$ cat src/rtl/sync_event_counter.sv
// Single-clock event counter: registers NUM_SRC event inputs, selects one with a data mux,
// and counts its rising edges with up/down, wrap/saturate, load and a sticky overflow flag.
module sync_event_counter #(
    parameter int WIDTH   = 8,
    parameter int NUM_SRC = 2,
    localparam int SEL_W  = $clog2(NUM_SRC)
) (
    input  logic               clk,
    input  logic               rst,
    input  logic               en,
    input  logic [SEL_W-1:0]   sel,
    input  logic [NUM_SRC-1:0] di,
    input  logic               dir,
    input  logic               sat_mode,
    input  logic               load,
    input  logic [WIDTH-1:0]   load_val,
    input  logic               clr_ovf,
    output logic [WIDTH-1:0]   count,
    output logic               evt,
    output logic               tc,
    output logic               ovf
);

    localparam logic [WIDTH-1:0] MAX = '1;

    logic [NUM_SRC-1:0] di_q;
    logic [SEL_W-1:0]   sel_q;
    logic [SEL_W-1:0]   sel_prev;
    logic               s;
    logic               s_prev;
    logic               raw_evt;
    logic               cnt_evt;
    logic               at_limit;
    logic [WIDTH-1:0]   count_nxt;

    // Out-of-range selects read as a constant low source, so they never produce events.
    always_comb begin
        s = 1'b0;
        if (int'(sel_q) < NUM_SRC) begin
            s = di_q[sel_q];
        end
    end

    // A select change masks the edge detector for one cycle so switching never fakes an edge.
    assign raw_evt = s & ~s_prev & (sel_q == sel_prev);
    assign cnt_evt = raw_evt & en & ~load;

    assign at_limit = dir ? (count == MAX) : (count == '0);

    always_comb begin
        count_nxt = count;
        if (dir) begin
            if (!at_limit)     count_nxt = count + WIDTH'(1);
            else if (sat_mode) count_nxt = MAX;
            else               count_nxt = '0;
        end else begin
            if (!at_limit)     count_nxt = count - WIDTH'(1);
            else if (sat_mode) count_nxt = '0;
            else               count_nxt = MAX;
        end
    end

    assign tc = at_limit;

    always_ff @(posedge clk) begin
        if (rst) begin
            di_q     <= '0;
            sel_q    <= '0;
            sel_prev <= '0;
            s_prev   <= 1'b0;
            count    <= '0;
            evt      <= 1'b0;
            ovf      <= 1'b0;
        end else begin
            di_q     <= di;
            sel_q    <= sel;
            sel_prev <= sel_q;
            s_prev   <= s;
            if (load) begin
                count <= load_val;
                evt   <= 1'b0;
            end else begin
                evt <= cnt_evt;
                if (cnt_evt) begin
                    count <= count_nxt;
                end
                // A new overflow beats a coincident clear.
                if (cnt_evt && at_limit) begin
                    ovf <= 1'b1;
                end else if (clr_ovf) begin
                    ovf <= 1'b0;
                end
            end
        end
    end

endmodule

$ cat config.mk
export PLATFORM = sky130hd
export DESIGN_NAME = sync_event_counter
export DESIGN_NICKNAME = d
export VERILOG_FILES = /design/src/rtl/sync_event_counter.sv
export SDC_FILE = /design/constraint.sdc
export NUM_CORES = 1
export LEC_CHECK = 0
export ABC_AREA = 1
export CORE_ASPECT_RATIO = 0.6
export CORE_MARGIN = 5
export CORE_UTILIZATION = 50
export CTS_CLUSTER_DIAMETER = 60
export DETAILED_ROUTE_END_ITERATION = 7
export PLACE_DENSITY_LB_ADDON = 0.2
export SYNTH_ARGS = -nofsm -noshare
export SYNTH_HDL_FRONTEND = slang
export SYNTH_SLANG_ARGS = --single-unit
$ cat constraint.sdc
create_clock -name clk -period 2.7 [get_ports clk]
set_clock_uncertainty 0.05 [all_clocks]
set_input_delay 0.405 -clock clk [delete_from_list [all_inputs] [get_ports clk]]
set_output_delay 0.405 -clock clk [all_outputs]
set_load 0.02 [all_outputs]
## Word-level counts from Yosys, hierarchy flattened

Cells that the tools add are included.

- Register bits after elaboration: 15
- Input bits: 18
- Logic and storage cells: 36

- $add $sub $neg: 2
- Magnitude comparators: 1
- Equality and inequality tests: 2
- Multiplexer cells: 12
- Bitwise logic cells: 6
- Reductions and logical operators: 6

Operators by type and width:

| operator | count |
|---|---|
| two-way mux 8 bit | 7 |
| adder 8 x 1 -> 8 bit, second input constant | 1 |
| equality test 8 bit, second input constant | 1 |
| zero test 8 bit | 1 |
| subtractor 8 x 1 -> 8 bit, second input constant | 1 |
| two-way mux 1 bit | 5 |
| AND 1 bit | 4 |
| nonzero test 2 bit | 2 |
| < comparator 1 x 2 -> 1 bit, second input constant | 1 |
| NOT 1 bit | 2 |
| AND reduction 2 bit | 1 |
| OR reduction 2 bit | 1 |
| equality test 1 bit | 1 |
| logical AND 1 bit | 1 |

## Depth between registers and ports, before layout

- Depth after elaboration: 9
- Depth in mapped cells: 12

## Least setup slack after synthesis

OpenSTA, ideal clock, no wires.

- Kind: reg2reg
- From: register count[0]
- To: register count[7]
- Arrival time: 1498 ps
- Setup slack: 1018 ps
- Stages on the path, launching flop included: 11
- Path buffers: 0
- Cells stage by stage: dfxtp_1 > inv_1 > ha_1 > nand2_1 > nor2_1 > nand2_2 > nand2_4 > a21oi_1 > nand2_1 > nand2_1 > a21oi_1

- Longest elaborated chain between the ends: 6

RTL lines:

| item | RTL line | text |
|---|---|---|
| start, declared | 18 | `output logic [WIDTH-1:0] count,` |
| start signal, assigned | 80 | `count <= load_val;` |
| start signal, assigned | 85 | `count <= count_nxt;` |
| equality test 8 bit / zero test 8 bit (equally long branches) | 48 | `assign at_limit = dir ? (count == MAX) : (count == '0);` |
| two-way mux 1 bit (*) | 48 |  |
| net tc | 20 | `output logic tc,` |
| two-way mux 8 bit, on equally long branches | 57, 53 |  |
| two-way mux 8 bit (*) | 52 | `if (dir) begin` |
| two-way mux 8 bit (*) | 84 | `if (cnt_evt) begin` |
| two-way mux 8 bit (*) | 79 | `if (load) begin` |

Mark *: on every way through the listed nets, which the timed path passes. The rest lies on a longest branch. The select of a mux whose other input is x is not followed.
A chain may end at the register's enable or synchronous reset.

## Final worst setup path

- From: input port dir
- To: output port tc

- Longest elaborated chain between the ends: 1

RTL lines:

| item | RTL line | text |
|---|---|---|
| start, declared | 13 | `input logic dir,` |
| two-way mux 1 bit | 48 |  |
| end, declared | 20 |  |

Every way passes these cells.

==> summary.txt <==
Die
  – Row count: 13
  – Initial core utilization: 0.526
  – Core area: 2180 µm²
  – Die X: 71.8 µm
  – Height of the die: ~47 µm
  – I/O pin total: 29
  – Die Footprint: between 3000 and 4000 µm²

Power and ir drop
  – Clock Power Share: 0.306
  – Seq pwr share: 0.400
  – Total leakage power: 0.000698 µW
  – Worst VDD drop: 0.000275 V
  – Power per cell area: between 400 and 500 nW/µm²
  – Net Sw Frac: 0.331
  – Internal power: between 400 and 500 µW
  – Total chip power: 623 µW
  – Combinational share of power: 0.294
  – Switch Pwr: 206 µW

Clock network
  – CTS Hold Bufs: 0
  – CTS root buffer: clkbuf_8
  – H-tree lvl count: 1
  – CTS-repair resized insts: 0
  – Clock Sinks: 15
  – CTS tree: built
  – CTS Buf Count: 3
  – Clock buffer depth: 2
  – Later-pin clock latency in the skew report: 0.25 ns
  – Setup Buffers After CTS: 0
  – Clock transition at path regs: 0.07 ns

Yosys
  – Register bit total from synthesis: 15
  – Syn_area_per_cell: 5.98 µm²
  – Share of the synthesized area in the top cell type: 0.262
  – Yosys cell types: 25
  – Synth Warn #: 0
  – Post-synthesis sequential area ratio: 0.262
  – Synthesized area: 1150 µm²
  – Syn_nets: 213
  – Post-synth top area cell: dfxtp_1
  – Synth area leaders: dfxtp_1 26%, nand2_1 21%, nand3_1 7.4%
  – Cells after Synth: roughly 190

Cells and area
  – Core Util, Final: 0.683
  – Antenna diode count: 0
  – Final Net Count: roughly 240
  – Area growth syn-to-layout: 29.7%
  – Share of cells above drive strength 1: 0.123
  – Post-route cell area: 1490 µm²
  – Filler cell count: 190

Drt
  – Wire length per cell: 13.8 µm
  – Routed Antenna Nets: 0
  – Drt first pass iters: 5
  – DR vias: 1,307
  – DRC Markers: 0
  – Total wire length: about 3400 µm
  – Vias per cell: 5.23
  – Initial DRC count: 162

Critical path
  – Worst Setup SP: dir
  – Worst EP arrival: 2.14 ns
  – CP required: around 2.3 ns
  – Setup Crit Path Kind: in -> out
  – Crit path capture type: output port
  – Worst R2R Start: count[0]
  – CP max FO: 6
  – CP startpoint kind: input port

Place
  – Routability Congestion: a little under 1
  – Detailed placer's ending HPWL: 2640 µm
  – DP Area: 1440 µm²
  – # port buffers: 28

Min path
  – Hold path startpoint: sel_q
  – Min-delay worst type: reg -> reg

Timing
  – Final setup vio count: 0
  – Slew headroom: 0.656
  – Final critical-path required period: approximately 2.6 ns
  – Final number of max-transition violations: 0
  – Sum Neg Setup Slack: 0 ns
  – Fin. Hold Viols: 0
  – Worst Max-Slew Pin Slew: 0.515 ns
  – Peak Freq: a little under 0.4 GHz
  – Period utilisation layout: 0.960
  – Unrepaired setup endpoints after global routing: no

Global route
  – Total track usage: 0.214
  – First-pass GRT wire length: 5440 µm
  – Total grt overflow: 0
  – Largest net degree at the start of global routing: 13
  – Vias in the first global route: 1,161
  – Initial antenna violation count: 0

Job
  – Max cap viols: 0

Status
  – Status: finished, final reports clean
cells in the final DEF (no fill, tap or decap):
cell / synthesis / routed
nand2_1: 63 / 63
clkdlybuf4s50_1: 0 / 28
inv_1: 20 / 20
nor2_1: 17 / 17
nand3_1: 17 / 17
dfxtp_1: 15 / 15
inv_2: 9 / 9
o21ai_0: 9 / 9
a21oi_1: 6 / 6
nand2_2: 4 / 4
nor2_2: 4 / 4
nand4_1: 4 / 4
xor2_1: 4 / 4
ha_1: 3 / 3
clkbuf_8: 0 / 3
nand2_4: 2 / 2
o21ai_1: 2 / 2
nand3b_1: 2 / 2
a21oi_2: 2 / 2
nor2_4: 1 / 1
nand3_2: 1 / 1
clkinv_1: 1 / 1
o21a_2: 1 / 1
xnor2_1: 1 / 1
clkbuf_1: 1 / 1
Yosys cell counts:
master    count
nand3_1      17
nand2_2       4
nand3_2       1
o21ai_0       9
nand4_1       4
nand3b_1      2
nand2_1      63
o21a_2        1
clkinv_1      1
nor2_4        1
xnor2_1       1
nor2_1       17
a21oi_2       2
o21ai_1       2
nand2_4       2
nor2_2        4
xor2_1        4
buf_1         1
inv_2         9
a21oi_1       6
inv_1        20
buf_4         2
dfxtp_1      15
ha_1          3
clkbuf_1      1
through the flow:
| step | instances | hold WS (ns) | setup WS [ns] |
|---|---|---|---|
| 2_1_floorplan | 192 | 0.397 | 1.02 |
| 3_3_place_gp | 246 | 0.408 | 0.211 |
| 3_5_place_dp | 246 | 0.417 | 0.148 |
| 4_1_cts | 250 | 0.426 | 0.129 |
| 5_1_grt | 250 | 0.446 | 0.0429 |
| 6_report | 250 | 0.421 | 0.108 |
final cells by class:
type / instances / area, µm² / area share
clock buffer: 4 / 45.0 / 0.0303
inverter: 30 / 113 / 0.0757
multi-input combinational: 143 / 712 / 0.479
sequential: 15 / 300 / 0.202
tap: 30 / 37.5 / 0.0252
timing repair buffer: 28 / 280 / 0.188
worst max-delay path, cell delays in order:
cell and delay [ns]:
clkdlybuf4s50_1 0.53, inv_2 0.15, nand2_1 0.07, nor2_1 0.14
nand2_2 0.10, nand2_4 0.13, clkdlybuf4s50_1 0.61
cells by family after synthesis:
family,count (synthesis),share of synthesized area
xor gates and xnor gates,5,0.0382
and+or+nand+nor,115,0.453
adders and majority gates,3,0.0327
DFF,15,0.262
AOI/OAI and AO/OA,20,0.0971
buffers and inverters,34,0.118
layer usage:
metal,global-route usage,up-vias,share of wire
met3,0.0598,9,0.13
li1,-,652,-
met2,0.354,83,0.43
met4,0.0449,0,0.014
met5,0,-,0
met1,0.285,563,0.43
registers in the layout (all words and copies together), names as in the netlist:
register and flops:
sel_prev 1, di_q 2, count 8, sel_q 1, evt 1, ovf 1
s_prev 1
power groups by stage:
stage	clock network (µW)	registers, µW	logic [µW]
6_report	191	249	183
5_1_grt	203	251	199
4_1_cts	190	249	180
3_5_place_dp	0	254	179
3_3_place_gp	0	253	175
2_1_floorplan	0	256	109
path summary, 6_finish.rpt:
path	to	slack [ns]	cells after the start
max	tc	0.11	7
min	sel_prev	0.42	2
max reg2reg	count[4]	0.86	10
min reg2reg	sel_prev	0.42	2
Note: power is estimated with default switching activity, not from simulation.
